### src/rtl/dpr_pkg.sv
// Shared types for the dpr_copier block: FSM state encoding and RAM data width.
package dpr_pkg;

  localparam int DW = 8;

  typedef enum logic [1:0] {
    IDLE = 2'd0,
    RD   = 2'd1,
    WR   = 2'd2
  } state_t;

endpackage

### src/rtl/dpr_addr_step.sv
// Loadable AW+1 bit address counter; increments wrap naturally modulo 2**(AW+1).
module dpr_addr_step
  import dpr_pkg::*;
#(
  parameter int AW = 12
) (
  input  logic        clock,
  input  logic        reset,
  input  logic        i_load,
  input  logic [AW:0] i_loadVal,
  input  logic        i_inc,
  output logic [AW:0] o_value
);

  logic [AW:0] r_value;

  always_ff @(posedge clock or negedge reset) begin
    if (!reset) begin
      r_value <= '0;
    end else if (i_load) begin
      r_value <= i_loadVal;
    end else if (i_inc) begin
      r_value <= r_value + {{AW{1'b0}}, 1'b1};
    end
  end

  assign o_value = r_value;

endmodule

### src/rtl/dpr_copier.sv
// Single-port RAM block copier (forward, byte by byte, start/busy/done handshake).
// Optional fill mode is enabled by defining DPR_COPIER_FILL_EN.
module dpr_copier
  import dpr_pkg::*;
#(
  parameter int AW = 12
) (
  input  logic          clock,
  input  logic          reset,
  input  logic          start,
  input  logic          stop,
  input  logic [AW:0]   src,
  input  logic [AW:0]   dst,
  input  logic [AW:0]   len,
`ifdef DPR_COPIER_FILL_EN
  input  logic          fill,
  input  logic [DW-1:0] pattern,
`endif
  output logic          busy,
  output logic          done,
  output logic          ram_we,
  output logic [AW:0]   ram_a,
  output logic [DW-1:0] ram_d,
  input  logic [DW-1:0] ram_q
);

  localparam logic [AW:0] ONE = {{AW{1'b0}}, 1'b1};

  state_t      r_state, w_stateNext;
  logic        r_busy, w_busyNext;
  logic        r_done, w_doneNext;
  logic        r_we, w_weNext;
  logic [AW:0] r_a, w_aNext;
  logic [AW:0] r_left, w_leftNext;
  logic        r_fill, w_fillNext;
  logic        w_fillReq;
  logic        w_srcLoad, w_srcInc, w_dstLoad, w_dstInc;
  logic [AW:0] w_srcPtr, w_dstPtr, w_dstLoadVal;

  // Pointer counters hold src+i and dst+i for the byte currently in flight
  dpr_addr_step #(.AW(AW)) u_srcStep (
    .clock     (clock),
    .reset     (reset),
    .i_load    (w_srcLoad),
    .i_loadVal (src),
    .i_inc     (w_srcInc),
    .o_value   (w_srcPtr)
  );

  dpr_addr_step #(.AW(AW)) u_dstStep (
    .clock     (clock),
    .reset     (reset),
    .i_load    (w_dstLoad),
    .i_loadVal (w_dstLoadVal),
    .i_inc     (w_dstInc),
    .o_value   (w_dstPtr)
  );

`ifdef DPR_COPIER_FILL_EN
  logic [DW-1:0] r_pattern;

  always_ff @(posedge clock or negedge reset) begin
    if (!reset) begin
      r_pattern <= '0;
    end else if (r_state == IDLE && start) begin
      r_pattern <= pattern;
    end
  end

  assign w_fillReq = fill;
  assign ram_d     = r_fill ? r_pattern : ram_q;
`else
  assign w_fillReq = 1'b0;
  assign ram_d     = ram_q;
`endif

  always_ff @(posedge clock or negedge reset) begin
    if (!reset) begin
      r_state <= IDLE;
      r_busy  <= 1'b0;
      r_done  <= 1'b0;
      r_we    <= 1'b0;
      r_a     <= '0;
      r_left  <= '0;
      r_fill  <= 1'b0;
    end else begin
      r_state <= w_stateNext;
      r_busy  <= w_busyNext;
      r_done  <= w_doneNext;
      r_we    <= w_weNext;
      r_a     <= w_aNext;
      r_left  <= w_leftNext;
      r_fill  <= w_fillNext;
    end
  end

  // Fill mode stays in WR with the write enable held, writing one byte per cycle
  always_comb begin
    w_stateNext  = r_state;
    w_busyNext   = r_busy;
    w_doneNext   = 1'b0;
    w_weNext     = r_we;
    w_aNext      = r_a;
    w_leftNext   = r_left;
    w_fillNext   = r_fill;
    w_srcLoad    = 1'b0;
    w_srcInc     = 1'b0;
    w_dstLoad    = 1'b0;
    w_dstInc     = 1'b0;
    w_dstLoadVal = dst;
    case (r_state)
      IDLE: begin
        if (start) begin
          if (len == '0) begin
            w_doneNext = 1'b1;
          end else begin
            w_leftNext = len;
            w_busyNext = 1'b1;
            w_srcLoad  = 1'b1;
            w_dstLoad  = 1'b1;
            w_fillNext = w_fillReq;
            if (w_fillReq) begin
              w_aNext      = dst;
              w_weNext     = 1'b1;
              w_dstLoadVal = dst + ONE;
              w_stateNext  = WR;
            end else begin
              w_aNext     = src;
              w_weNext    = 1'b0;
              w_stateNext = RD;
            end
          end
        end
      end
      RD: begin
        if (stop) begin
          w_stateNext = IDLE;
          w_busyNext  = 1'b0;
          w_doneNext  = 1'b1;
          w_weNext    = 1'b0;
        end else begin
          w_aNext     = w_dstPtr;
          w_weNext    = 1'b1;
          w_srcInc    = 1'b1;
          w_stateNext = WR;
        end
      end
      WR: begin
        w_leftNext = r_left - ONE;
        if (stop || r_left == ONE) begin
          w_stateNext = IDLE;
          w_busyNext  = 1'b0;
          w_doneNext  = 1'b1;
          w_weNext    = 1'b0;
        end else if (r_fill) begin
          w_aNext  = w_dstPtr;
          w_weNext = 1'b1;
          w_dstInc = 1'b1;
        end else begin
          w_aNext     = w_srcPtr;
          w_weNext    = 1'b0;
          w_dstInc    = 1'b1;
          w_stateNext = RD;
        end
      end
      default: begin
        w_stateNext = IDLE;
        w_busyNext  = 1'b0;
        w_weNext    = 1'b0;
      end
    endcase
  end

  assign busy   = r_busy;
  assign done   = r_done;
  assign ram_we = r_we;
  assign ram_a  = r_a;

endmodule
### config.mk
export PLATFORM = sky130hd
export DESIGN_NAME = dpr_copier
export DESIGN_NICKNAME = d
export VERILOG_FILES = /design/src/rtl/dpr_pkg.sv /design/src/rtl/dpr_addr_step.sv /design/src/rtl/dpr_copier.sv
export SDC_FILE = /design/constraint.sdc
export NUM_CORES = 1
export LEC_CHECK = 0
export ABC_AREA = 1
export CAP_MARGIN = 40
export CORE_ASPECT_RATIO = 1.1
export CORE_MARGIN = 5
export CORE_UTILIZATION = 30
export CTS_CLUSTER_SIZE = 16
export DETAILED_ROUTE_END_ITERATION = 8
export PLACE_DENSITY = 0.61
export SLEW_MARGIN = 40
export SYNTH_ARGS = -nofsm -noshare
export SYNTH_HDL_FRONTEND = slang
export SYNTH_HIERARCHICAL = 1
export SYNTH_SLANG_ARGS = --single-unit
### constraint.sdc
create_clock -name clock -period 2.1 [get_ports clock]
set_clock_uncertainty 0.1 [all_clocks]
set_input_delay 0.63 -clock clock [delete_from_list [all_inputs] [get_ports clock]]
set_output_delay 0.63 -clock clock [all_outputs]
set_load 0.05 [all_outputs]
# Word-level counts from Yosys, hierarchy flattened
# Cells that the tools add are included.
# W data, S select, Z words.
# classes
n_mux	37
add_sub_neg	3
eq_ne	9
n_reduce_logical	11
# op_table
operator	n
$mux W13	10
$pmux W13 S3	1
$add A13 B1 Y13 const B	2
$pmux W13 S2	1
$mux W1	18
$eq A13 B1 Y1 const B	1
$logic_not A13 Y1	1
$sub A13 B1 Y13 const B	1
$ne A2 B2 Y1 const B	6
$mux W2	3
$pmux W1 S3	2
$pmux W2 S3	1
$reduce_bool A2 Y1	3
$reduce_and A5 Y1	1
$reduce_and A4 Y1	1
$reduce_and A3 Y1	1
$reduce_bool A3 Y1	1
$eq A2 B1 Y1 const B	1
$eq A2 B2 Y1 const B	1
$logic_not A2 Y1	1
$pmux W1 S2	1
$reduce_and A2 Y1	1
$logic_or A1 B1 Y1	1
# totals
regBits	57
output_inout_bits	24
elab_cells	68

# Logic depth before layout (Yosys ltp)
# depth
depth_word	6
depth_mapped	13
ltp_nobuf	13

# Modules after synthesis
# The synthesis kept the hierarchy.
# modules_own_cells
module	n_inst	cells_per_inst	area_each_um2
dpr_copier	1	325	2234.6
dpr_addr_step	2	109	837.1

# Worst setup path after synthesis
# OpenSTA, ideal clock, no wires.
# synth_timing
path_type	in2reg
startpoint	input port len[1]
endpoint	register u_srcStep.r_value[11] (netlist: u_srcStep/o_value[11])
setup_slack_ps	137
t_arrival_ps	1798
cell_stages	13
setup_time_ps	65
n_path_buf	0
path_cell_list	nor2_1 -> nand2_1 -> nor2_4 -> nand2_2 -> nand3_2 -> inv_1 -> inv_2 -> nand2_1 -> inv_2 -> o21ai_0 -> nand2_1 -> nand2_1 -> nand2_1
# synth_between
elab_chain_cells	5
word_cells_on_any_way	6
cone_classes	4 x mux; 2 x reduce/logical
# synth_lines
element	line_no	text
start: declaration	dpr_copier.sv:14	input logic [AW:0] len,
$logic_not A13 Y1 (*)	dpr_copier.sv:114	if (len == '0) begin
$mux W1 (*) (3 in series)	n/a	
via w_dstLoad	dpr_copier.sv:37	logic w_srcLoad, w_srcInc, w_dstLoad, w_dstInc;
$mux W13 / $reduce_bool A2 Y1 (equally long branches)	n/a	
end signal: assignment	dpr_addr_step.sv:21	r_value <= i_loadVal;
end signal: assignment	dpr_addr_step.sv:23	r_value <= r_value + {{AW{1'b0}}, 1'b1};
end: declaration	dpr_addr_step.sv:15	logic [AW:0] r_value;
# Mark *: on every way through the listed nets, which the timed path passes. The rest lies on a longest branch.
# A chain may end at the register's enable or synchronous reset.

# Final worst setup path
# layout_timing
startpoint	input port len[12]
endpoint	register u_srcStep.r_value[3] (netlist: u_srcStep/o_value[3])
# The elaborated chain is that of the path after synthesis.

==> results.ini <==
[clock_network]
clk_latency_ns = 0.33
path_clk_slew_ns = 0.05
cts.sinks = 57
cts_root_buffer = clkbuf_16
cts_tree = built
cts_buffers = 9
ctsHoldBuffers = 0
h-tree-depth = 3
cts_buffer_depth = 2

[place]
dp.cells = 770
place_ws_ns = -0.3980
numPortBuffers = 58
dpl.hpwl_um = 8395
gp_congestion = 0.8491

[grt]
antenna_found_initial = 0
grt_pass1_vias = 3995
grt_max_degree = 58
grt_pass1_wl_um = 19000
grt-ovfl-total = 0
grt_use_total = 0.1512

[detailed_routing]
ant_nets = 0
via_per_inst = 4.986
drt_iter0_markers = 197
drcViolationCount = 0
wl_um = 11500
wl_per_cell_um = 14.44
drt_first_pass_iters = 5
vias = 3969

[die]
die_x_um = 118.8
initial_core_util = 0.3078
fp-row-count = 43
dieHeight_um = 129.7
die-area_um2 = 15410
ioPinCount = 75
core_um2 = 12700

[setup_path]
max_stage_delay_ns = 0.45
critPathRequiredTime_ns = 2.20
critPathSlowestCell = clkdlybuf4s50_1
crit_fanout = 8
arrival_ns = 2.11
crit_type = in -> reg
cp-end-kind = register
path_delay_family = buffers and inverters
crit_chain = clkdlybuf4s50_1, inv_1, nand2_2, nor2_4, nand2_2, nand3_4, clkinvlp_4, buf_12, nor2_4, buf_6, a22oi_2, o21ai_1
path_buf_inv = 5
critPathLaunchType = primary input

[synthesis]
synth-adder-area-share = 0.02561
async_reset_ff_frac = 1.000
synth_top_area_share = 0.3649
yosysTopAreaCell = dfrtp_1
synth_compound_area_frac = 0.1101
ys_seq_area_frac = 0.3649
ys_types = 33
synthXorXnorAreaFrac = 0.02241
ys_warn_count = 6
syn_nets = 602
synth_cells = 543
synth_area_leaders = dfrtp_1 (36%), nand2_1 (18%), nand3_1 (6.8%), nor2_1 (3.9%), a22oi_1 (3.8%)
synthSimpleGateAreaFrac = 0.3937
dominantRegCellSynth = dfrtp_1
syn-cell-area_um2 = 3909
ys_seq_elements = 57
synth_top_family_by_area = simple AND/OR/NAND/NOR gates
syn_avg_cell_area_um2 = 7.198
synth.most_common_cell = nand2_1
synth_edf_count = 0
yosys-top-cells-count = nand2_1 (186), dfrtp_1 (57), nand3_1 (53)
muxShareOfSynthArea = 0

[power]
ir_drop_mv = 0.6533
pwr-share-clk = 0.165
sequentialPowerShare = 0.280
p_comb_frac = 0.555
p_leak_nw = 2.511
swShare = 0.4840
p_sw_mw = 3.992
power.density_nw_per_um2 = 1559
p_int_mw = 4.256

[layout]
area_growth_pct = 35.37
final_cells = 796
utilization = 0.4167
antenna_cells = 0
fillCellCount = 1288
drive_above_1_share = 0.2285
nets = 693

[sta]
setup_viol = 0
tns_ns = 0
finalMaxSlewViolations = 0
period_share = 0.9569
max_slew.worst_pin.slew_ns = 0.5198
worst_slack_ns = 0.09058
final.min_clock_period_ns = 2.009
hold_viol = 0
worst_slew_margin_rel = 0.6522
fmax_mhz = 497.7
rsz0062_at_grt = false

[hold_path]
hold_class = in -> async

[run]
maxCapViolations = 0

[run_status]
status = finished, final reports clean

==> final timing paths <==
path,startpoint,end,slack [ns],depth (start not counted)
setup / recovery,len[12],u_srcStep/o_value[3],0.09,12
hold / removal,reset,done,0.21,2
setup reg to reg,r_state[0],u_srcStep/o_value[3],0.19,9
hold reg to reg,ram_a[12],ram_a[12],0.37,2
max in group asynchronous,reset,u_dstStep/o_value[11],1.43,2
min in group clock,ram_a[12],ram_a[12],0.37,2
==> sequential cells by signal, summed over array words and instances (netlist names) <==
register / flops
ram_we: 1
done: 1
r_state: 2
u_srcStep/o_value: 13
ram_a: 13
busy: 1
r_left: 13
u_dstStep/o_value: 13
==> cell families after synthesis <==
family	count (synthesis)
buffers and inverters	67
AND/OR/NAND/NOR	334
adder cells (fa/ha/maj)	8
XOR/XNOR	10
AO/OA/AOI/OAI	67
flip-flops	57
==> area by class of cell <==
cell class                 instances  area [µm²]  share of cell area
inverter                          43       177.7             0.03358
tap                              157       196.4             0.03712
multi-input combinational        419        2251              0.4254
timing repair buffer             104       963.4              0.1821
clock inverter                     2       12.51            0.002365
clock buffer                      14       264.0             0.04989
sequential                        57        1426              0.2696
==> cells in the final DEF, fill, tap and decap left out, types with 9 or more instances in the layout <==
master           instances
a31oi_1                 14
xor2_1                  10
nand2_1                179
nand2_2                 14
nor2_4                   9
inv_1                   33
clkbuf_16                9
nor2_2                  11
buf_4                   54
a22oi_1                 14
nor2_1                  39
o21ai_0                 12
dfrtp_1                 57
nand3_1                 53
clkdlybuf4s50_1         29
==> power by group through the flow <==
stage | clock [mW] | sequential [mW] | combinational, mW
2_1_floorplan | 0 | 2.64 | 2.69
6_report | 1.36 | 2.31 | 4.58
3_5_place_dp | 0 | 2.30 | 4.24
4_1_cts | 1.40 | 2.29 | 4.48
5_1_grt | 1.44 | 2.39 | 5.08
3_3_place_gp | 0 | 2.28 | 4.17
==> what timing repair did <==
item / CTS / global route
buffers inserted: 5 / 2
pin swaps: 4 / 9
cloned: 2 / 1
gates resized for setup: 25 / 32
setup endpoints to repair: 23 / 39
==> through the flow <==
| step | hold WS (ns) | area [µm²] | power, mW |
|---|---|---|---|
| 3_5_place_dp | 0.3641 | 4760 | 6.543 |
| 3_3_place_gp | 0.3625 | 4760 | 6.441 |
| 6_report | 0.2064 | 5291 | 8.247 |
| 2_1_floorplan | 0.2344 | 3909 | 5.330 |
| 4_1_cts | 0.2163 | 5177 | 8.170 |
| 5_1_grt | 0.2303 | 5291 | 8.910 |
==> routing by layer <==
layer | track usage | vias to the layer above | wire length [µm]
li1 | - | 1956 | -
met1 | 0.1869 | 1876 | 5051
met2 | 0.2528 | 116 | 5451
met3 | 0.03901 | 21 | 711
met4 | 0.06339 | 0 | 282
met5 | 0 | - | 0
Note: power is estimated with default switching activity, not from simulation.
